===== src/rtl/pid_pkg.sv =====
// Shared widths, saturation ranges and types for the pid_ctrl pipeline.
// Optional derivative path is selected by PID_DTERM_EN (see pid_ctrl.sv).
package pid_pkg;

  localparam int ERR_IN_W  = 16;
  localparam int ERR_W     = 10;
  localparam int DDIFF_W   = 11;
  localparam int DSAT_W    = 8;
  localparam int DTERM_W   = 13;
  localparam int PTERM_W   = 14;
  localparam int INTEG_W   = 16;
  localparam int PIDSUM_W  = 16;
  localparam int PID_W     = 12;
  localparam int SPD_W     = 12;
  localparam int SPDCALC_W = 14;

  localparam int ERR_MAX   = 511;
  localparam int ERR_MIN   = -512;
  localparam int DSAT_MAX  = 127;
  localparam int DSAT_MIN  = -128;
  localparam int INTEG_MAX = 32767;
  localparam int INTEG_MIN = -32768;
  localparam int PID_MAX   = 2047;
  localparam int PID_MIN   = -2048;
  localparam int SPD_MAX   = 4095;

  typedef logic signed [ERR_W-1:0] err_sat_t;
  typedef logic signed [PID_W-1:0] pid_t;
  typedef logic        [SPD_W-1:0] spd_t;

  // Clamp a signed speed sum to [0, SPD_MAX]; the sum never exceeds 13 magnitude bits.
  function automatic spd_t clip_spd(input logic signed [SPDCALC_W-1:0] v);
    if (v[SPDCALC_W-1])
      return '0;
    else if (v[SPDCALC_W-2])
      return '1;
    else
      return v[SPD_W-1:0];
  endfunction

endpackage


===== src/rtl/pid_sat.sv =====
// Signed width-reduction saturator: clamps IN_W-bit input to the OUT_W-bit signed range.
module pid_sat #(
  parameter int IN_W  = 17,
  parameter int OUT_W = 16
) (
  input  logic signed [IN_W-1:0]  din,
  output logic signed [OUT_W-1:0] dout
);

  logic [IN_W-OUT_W:0] top_bits;
  logic                fits;

  // The value fits when every bit above the output sign bit matches it.
  always_comb begin
    top_bits = din[IN_W-1:OUT_W-1];
    fits     = (&top_bits) | ~(|top_bits);
    if (fits)
      dout = din[OUT_W-1:0];
    else if (din[IN_W-1])
      dout = {1'b1, {(OUT_W-1){1'b0}}};
    else
      dout = {1'b0, {(OUT_W-1){1'b1}}};
  end

endmodule


===== src/rtl/pid_ctrl.sv =====
// Three-stage PID pipeline turning line error into left/right motor speeds.
// Define PID_DTERM_EN to build the derivative term and its prev_err register.
module pid_ctrl
  import pid_pkg::*;
#(
  parameter logic [3:0]  P_COEFF   = 4'd3,
  parameter logic [4:0]  D_COEFF   = 5'd6,
  parameter logic [11:0] FRWRD_INC = 12'd16,
  parameter logic [11:0] MAX_FRWRD = 12'h300
) (
  input  logic                       clk,
  input  logic                       rst_n,
  input  logic                       go,
  input  logic signed [ERR_IN_W-1:0] error,
  input  logic                       err_vld,
  output logic [SPD_W-1:0]           lft_spd,
  output logic [SPD_W-1:0]           rght_spd,
  output logic                       spd_vld
);

  logic accept;
  assign accept = err_vld & go;

  err_sat_t err_sat;
  pid_sat #(.IN_W(ERR_IN_W), .OUT_W(ERR_W)) u_err_sat (.din(error), .dout(err_sat));

  // Stage 1 datapath: proportional product, integrator sum, forward ramp.
  logic signed [PTERM_W-1:0] p_err_ext, p_coeff_ext, p_prod;
  logic signed [INTEG_W:0]   integ_sum;
  logic signed [INTEG_W-1:0] integ_sat;
  logic        [SPD_W:0]     frwrd_sum;
  spd_t                      frwrd_next;

  logic signed [PTERM_W-1:0] p_term_d, p_term_q;
  logic signed [INTEG_W-1:0] integ_d, integ_q;
  spd_t                      frwrd_d, frwrd_q;
  logic                      s1_vld_d, s1_vld_q;

  always_comb begin
    p_err_ext   = {{(PTERM_W-ERR_W){err_sat[ERR_W-1]}}, err_sat};
    p_coeff_ext = {{(PTERM_W-4){1'b0}}, P_COEFF};
    p_prod      = p_err_ext * p_coeff_ext;
    integ_sum   = {{(INTEG_W+1-ERR_W){err_sat[ERR_W-1]}}, err_sat}
                + {integ_q[INTEG_W-1], integ_q};
    frwrd_sum   = {1'b0, frwrd_q} + {1'b0, FRWRD_INC};
    frwrd_next  = (frwrd_sum > {1'b0, MAX_FRWRD}) ? MAX_FRWRD : frwrd_sum[SPD_W-1:0];
  end

  pid_sat #(.IN_W(INTEG_W+1), .OUT_W(INTEG_W)) u_integ_sat (.din(integ_sum), .dout(integ_sat));

  logic signed [DTERM_W-1:0] d_term;

`ifdef PID_DTERM_EN
  err_sat_t                  prev_err_d, prev_err_q;
  logic signed [DDIFF_W-1:0] d_diff;
  logic signed [DSAT_W-1:0]  d_diff_sat;
  logic signed [DTERM_W-1:0] d_ext, d_coeff_ext, d_prod;
  logic signed [DTERM_W-1:0] d_term_d, d_term_q;

  always_comb begin
    d_diff      = {err_sat[ERR_W-1], err_sat} - {prev_err_q[ERR_W-1], prev_err_q};
    d_ext       = {{(DTERM_W-DSAT_W){d_diff_sat[DSAT_W-1]}}, d_diff_sat};
    d_coeff_ext = {{(DTERM_W-5){1'b0}}, D_COEFF};
    d_prod      = d_ext * d_coeff_ext;
  end

  pid_sat #(.IN_W(DDIFF_W), .OUT_W(DSAT_W)) u_dsat (.din(d_diff), .dout(d_diff_sat));

  always_comb begin
    prev_err_d = prev_err_q;
    d_term_d   = d_term_q;
    if (!go) begin
      prev_err_d = '0;
      d_term_d   = '0;
    end else if (accept) begin
      prev_err_d = err_sat;
      d_term_d   = d_prod;
    end
  end

  always_ff @(posedge clk or negedge rst_n) begin
    if (!rst_n) begin
      prev_err_q <= '0;
      d_term_q   <= '0;
    end else begin
      prev_err_q <= prev_err_d;
      d_term_q   <= d_term_d;
    end
  end

  assign d_term = d_term_q;
`else
  logic unused_d_coeff;
  assign unused_d_coeff = ^D_COEFF;
  assign d_term = '0;
`endif

  // Stage 2: sum P, floor-shifted I and D terms, then clamp to the pid range.
  logic signed [PIDSUM_W-1:0] i_term, pid_sum;
  pid_t                       pid_clamped;

  always_comb begin
    i_term  = integ_q >>> 4;
    pid_sum = {{(PIDSUM_W-PTERM_W){p_term_q[PTERM_W-1]}}, p_term_q}
            + i_term
            + {{(PIDSUM_W-DTERM_W){d_term[DTERM_W-1]}}, d_term};
  end

  pid_sat #(.IN_W(PIDSUM_W), .OUT_W(PID_W)) u_pid_sat (.din(pid_sum), .dout(pid_clamped));

  pid_t pid_d, pid_q;
  spd_t frwrd2_d, frwrd2_q;
  logic s2_vld_d, s2_vld_q;

  logic signed [SPDCALC_W-1:0] lft_calc, rght_calc;
  spd_t lft_spd_d, lft_spd_q, rght_spd_d, rght_spd_q;
  logic spd_vld_d, spd_vld_q;

  always_comb begin
    lft_calc  = {{(SPDCALC_W-SPD_W){1'b0}}, frwrd2_q} + {{(SPDCALC_W-PID_W){pid_q[PID_W-1]}}, pid_q};
    rght_calc = {{(SPDCALC_W-SPD_W){1'b0}}, frwrd2_q} - {{(SPDCALC_W-PID_W){pid_q[PID_W-1]}}, pid_q};
  end

  // Each stage loads only behind its valid; go low flushes the whole pipe.
  always_comb begin
    s1_vld_d   = accept;
    s2_vld_d   = s1_vld_q;
    spd_vld_d  = s2_vld_q;
    p_term_d   = p_term_q;
    integ_d    = integ_q;
    frwrd_d    = frwrd_q;
    pid_d      = pid_q;
    frwrd2_d   = frwrd2_q;
    lft_spd_d  = lft_spd_q;
    rght_spd_d = rght_spd_q;
    if (accept) begin
      p_term_d = p_prod;
      integ_d  = integ_sat;
      frwrd_d  = frwrd_next;
    end
    if (s1_vld_q) begin
      pid_d    = pid_clamped;
      frwrd2_d = frwrd_q;
    end
    if (s2_vld_q) begin
      lft_spd_d  = clip_spd(lft_calc);
      rght_spd_d = clip_spd(rght_calc);
    end
    if (!go) begin
      s1_vld_d   = 1'b0;
      s2_vld_d   = 1'b0;
      spd_vld_d  = 1'b0;
      p_term_d   = '0;
      integ_d    = '0;
      frwrd_d    = '0;
      pid_d      = '0;
      frwrd2_d   = '0;
      lft_spd_d  = '0;
      rght_spd_d = '0;
    end
  end

  always_ff @(posedge clk or negedge rst_n) begin
    if (!rst_n) begin
      s1_vld_q   <= 1'b0;
      s2_vld_q   <= 1'b0;
      spd_vld_q  <= 1'b0;
      p_term_q   <= '0;
      integ_q    <= '0;
      frwrd_q    <= '0;
      pid_q      <= '0;
      frwrd2_q   <= '0;
      lft_spd_q  <= '0;
      rght_spd_q <= '0;
    end else begin
      s1_vld_q   <= s1_vld_d;
      s2_vld_q   <= s2_vld_d;
      spd_vld_q  <= spd_vld_d;
      p_term_q   <= p_term_d;
      integ_q    <= integ_d;
      frwrd_q    <= frwrd_d;
      pid_q      <= pid_d;
      frwrd2_q   <= frwrd2_d;
      lft_spd_q  <= lft_spd_d;
      rght_spd_q <= rght_spd_d;
    end
  end

  assign lft_spd  = lft_spd_q;
  assign rght_spd = rght_spd_q;
  assign spd_vld  = spd_vld_q;

endmodule


===== config.mk =====
export PLATFORM = sky130hd
export DESIGN_NAME = pid_ctrl
export DESIGN_NICKNAME = d
export VERILOG_FILES = /design/src/rtl/pid_pkg.sv /design/src/rtl/pid_sat.sv /design/src/rtl/pid_ctrl.sv
export SDC_FILE = /design/constraint.sdc
export NUM_CORES = 1
export LEC_CHECK = 0
export ABC_AREA = 1
export BUFFER_PORTS_ARGS = -buffer_cell sky130_fd_sc_hd__buf_4
export CAP_MARGIN = 20
export CORE_ASPECT_RATIO = 1.4
export CORE_MARGIN = 2
export CORE_UTILIZATION = 35
export CTS_CLUSTER_DIAMETER = 80
export DETAILED_ROUTE_END_ITERATION = 16
export PLACE_DENSITY = 0.61
export SLEW_MARGIN = 0
export SYNTH_ARGS = -nofsm -noshare
export SYNTH_HDL_FRONTEND = slang
export SYNTH_SLANG_ARGS = --single-unit
export TNS_END_PERCENT = 5

===== constraint.sdc =====
create_clock -name clk -period 3.2 [get_ports clk]
set_input_delay 0.16 -clock clk [delete_from_list [all_inputs] [get_ports clk]]
set_output_delay 0.16 -clock clk [all_outputs]
set_load 0.005 [all_outputs]

==> metrics.md <==
| Metric | Value |
|---|---|
| Status | finished clean |
| ANT nets after route | 0 |
| Setup bufs post-CTS | 0 |
| Yosys reg bits | 84 |
| Peak VDD IR | 0.0002536 V |
| Cell Count, Final, Fillers Out | 1236 |
| Synth warn | 0 |
| Category of the most critical setup path | input port to flip-flop |
| Worst-path clk slew | 70 ps |
| Clock sinks | 84 |
| Final net count | 1079 |
| Unique masters post-synth | around 40 |
| Area of the multi-input gates | approximately 4000 sq um |
| Synthesized instance count | 928 |
| Min Tclk post-route | 2758 ps |
| Worst hold stages | 3 |
| Reg-to-reg critical path startpoint | frwrd2_q[9] |
| Startpoint Class | input port |
| CP Max Fanout | 13 |
| Chip Height | between 150 and 200 um |
| Seq. cell area | between 2000 and 2500 sq um |
| WL final | about 16 mm |
| Die width | 120.5 um |
| H-tree depth | 3 |
| # rows | 59 |
| DR vias/cell | roughly 4.8 |
| Worst slew margin | 0.6487 |
| Vias | 5966 |
| Tot GR Track Use | 0.1681 |
| Worst R2R Path Depth | 11 |
| Hold Vio Cnt, Final | 0 |
| Sequential area share after synthesis | 0.3161 |
| Grt met1 use | 0.1821 |
| Final cycle utilization of the critical path | 0.8618 |
| Most used routing layer | met2 |
| Antenna cells | 0 |
| Mapped Area | 6650 sq um |
| Avg WL per Cell | 13.26 um |
| Setup ws final | 442.3 ps |
| Worst-Margin Slew | 526.9 ps |
| RSZ-0062 raised after global routing | false |
| Full die area | 20130 sq um |
| Vias in the first global route | 5926 |
| LEAKAGE | 0.004271 uW |
| Hold EP | spd_vld |
| Data required, critical path | 3440 ps |
| Initial cell density of the core | 0.3575 |
| Worst hold start | go |
| Pin count of the biggest net entering global routing | 85 |
| Initial antenna violation count | 0 |
| Cts bufs inserted | 9 |
| Placed insts | 1218 |
| Max cap viols | 0 |
| Fillers | about 1900 |
| Pre-CTS WS | -69.52 ps |
| Post-DP HPWL | approximately 13 mm |
| GRT met3 Usage | 0.02112 |
| Reg2reg setup slack | 710 ps |
| Clock Skews | 12.13 ps |
| Worst skew pair latency | 350 ps |
| Fin util | 0.4131 |
| IO buf count | 44 |
| Total grt overflow | 0 |
| Met2 Use GR | 0.3230 |
| Core box area | 18600 sq um |
| Layout Cell Area excl Fill | 7685 sq um |
| Share of layout cells above drive strength 1 | 0.1220 |
| Residual DRC | 0 |
| Slew Limit Fails | 0 |
| First-pass GRT wire length | between 20 and 30 mm |
| R2R Path End | rght_spd[7] |
| Power Density | 547.2 nW/um^2 |
| Hold WC Path Type | input port to flip-flop |
| Placed cell area | 7340 sq um |
| Layout area overhead | 15.56% |
| Overall power | 4205 uW |
| Synthesized Nets | 1020 |
| Fmax achieved | 362.6 MHz |
| Syn Area/Cell | 7.166 sq um |
| CTS root buf | clkbuf_16 |
| Final setup viols | 0 |
| CP Capture Type | flip-flop |
| Global placement routability congestion | about 0.87 |
| CTS max path bufs | 2 |
| Detailed Routing Iterations Pass 1 | 4 |
| Boundary Pins | 45 |
| CTS tree | done |
| CP arrival | 2990 ps |
| DRT iter0 DRCs | 360 |
per-layer routing:
layer / up-vias / routed length [um]
met5: - / 0
met3: 23 / 427
met2: 97 / 8806
met1: 2716 / 6698
li1: 3130 / -
met4: 0 / 450
logic make-up after synthesis:
family	count (synthesis)	share of synthesized area
AND/OR/NAND/NOR	483	0.3076
AO/OA/AOI/OAI	126	0.1039
buffers and inverters	121	0.07714
flip-flops	84	0.3161
adder cells (fa/ha/maj)	72	0.1389
XOR/XNOR	42	0.05645
critical path, stage by stage:
cell	delay, ps
buf_4	110
nor4_2	300
a32oi_2	150
buf_4	180
o21ai_0	230
inv_1	100
ha_1	220
fa_1	420
nand3_1	100
nand3_2	90
nand3_1	100
nand2_2	60
nand3_1	80
nand2_1	50
nand2_1	130
nand2_2	80
nand2_2	210
nand3_1	110
nand2_1	80
nand2_1	50
flip-flops by register name, summed over array words and instances, names as in the netlist:
register and count:
p_term_q 13, s2_vld_q 1, integ_q 16, spd_vld 1, frwrd_q 8, s1_vld_q 1, lft_spd 12, pid_q 12
frwrd2_q 8, rght_spd 12
metrics by stage:
step / setup TNS, ps / hold WS [ps]
final: 0 / 116.3
after floorplan: 0 / -135.6
after global routing: 0 / 119.9
after global placement: 0 / 417.9
after detailed placement: -863.1 / 426.4
after CTS: 0 / 41.51
final cells by class:
type                    instances  area share
flip-flops and latches         84      0.2735
multi-input cells             723      0.5265
well taps                     244     0.03973
clock buffers                   9     0.02931
inverters                      99     0.04836
repair buffers                 70     0.07294
clock inverters                 7    0.009606
placed cells by master, fill, tap and decap left out, types with 2 or more instances in the layout:
cell type	Yosys	routed
nand2_1	305	305
inv_1	94	94
dfrtp_1	84	84
ha_1	69	69
buf_4	4	67
nand3_1	66	66
nor2_1	61	59
o21ai_0	54	54
a21oi_1	48	48
xor2_1	28	28
nand2_2	18	18
xnor2_1	13	13
nand4_1	11	11
clkbuf_16	0	9
nor3_1	7	7
a31oi_1	5	5
inv_2	4	4
nand3b_1	4	4
nor2_2	1	3
o21bai_1	3	3
nand3_2	3	3
a21o_1	3	3
o31ai_1	3	3
fa_1	3	3
inv_6	0	3
and3_1	2	2
a21oi_2	2	2
a22o_1	2	2
o21ai_1	2	2
o22ai_1	2	2
inv_8	0	2
power breakdown:
part	total [uW]	switching [uW]	internal [uW]
Sequential	1310	134	1180
Clock	1050	494	554
Combinational	1840	1120	727
Total	4210	1740	2460
what timing repair did:
action,in CTS,in global routing
resized for setup,0,2
endpoints found under the setup margin,0,16
endpoints found under the hold margin,0,23
hold buffers,0,1
Yosys cell counts, drive strengths merged:
master | instances | area share
clkbuf | 7 | 0.0040
ha | 69 | 0.13
nor4 | 1 | 0.00094
o31ai | 3 | 0.0034
a22o | 2 | 0.0026
xnor2 | 13 | 0.017
fa | 3 | 0.0090
nand3b | 4 | 0.0045
o21ai | 56 | 0.042
and2 | 1 | 0.00094
buf | 15 | 0.017
nand3 | 70 | 0.057
o21bai | 3 | 0.0034
or2 | 1 | 0.00094
nor2 | 62 | 0.035
a21oi | 50 | 0.039
and3 | 2 | 0.0019
clkinv | 1 | 0.00056
a22oi | 1 | 0.0011
o22ai | 2 | 0.0019
nand2 | 323 | 0.19
nand4 | 11 | 0.010
a32oi | 1 | 0.0024
dfrtp | 84 | 0.32
a31oi | 5 | 0.0047
a21o | 3 | 0.0034
nor3 | 8 | 0.0068
inv | 98 | 0.055
xor2 | 29 | 0.039
worst max path at each step:
| stage | cells past startpoint | end | start |
|---|---|---|---|
| after global placement | 17 | p_term_q[10] | error[9] |
| after detailed placement | 20 | integ_q[12] | error[9] |
| final | 20 | integ_q[9] | error[9] |
| after global routing | 17 | p_term_q[12] | error[9] |
| after floorplan | 16 | p_term_q[10] | error[9] |
| after CTS | 20 | integ_q[9] | error[9] |
(Power assumes the default switching activity.)
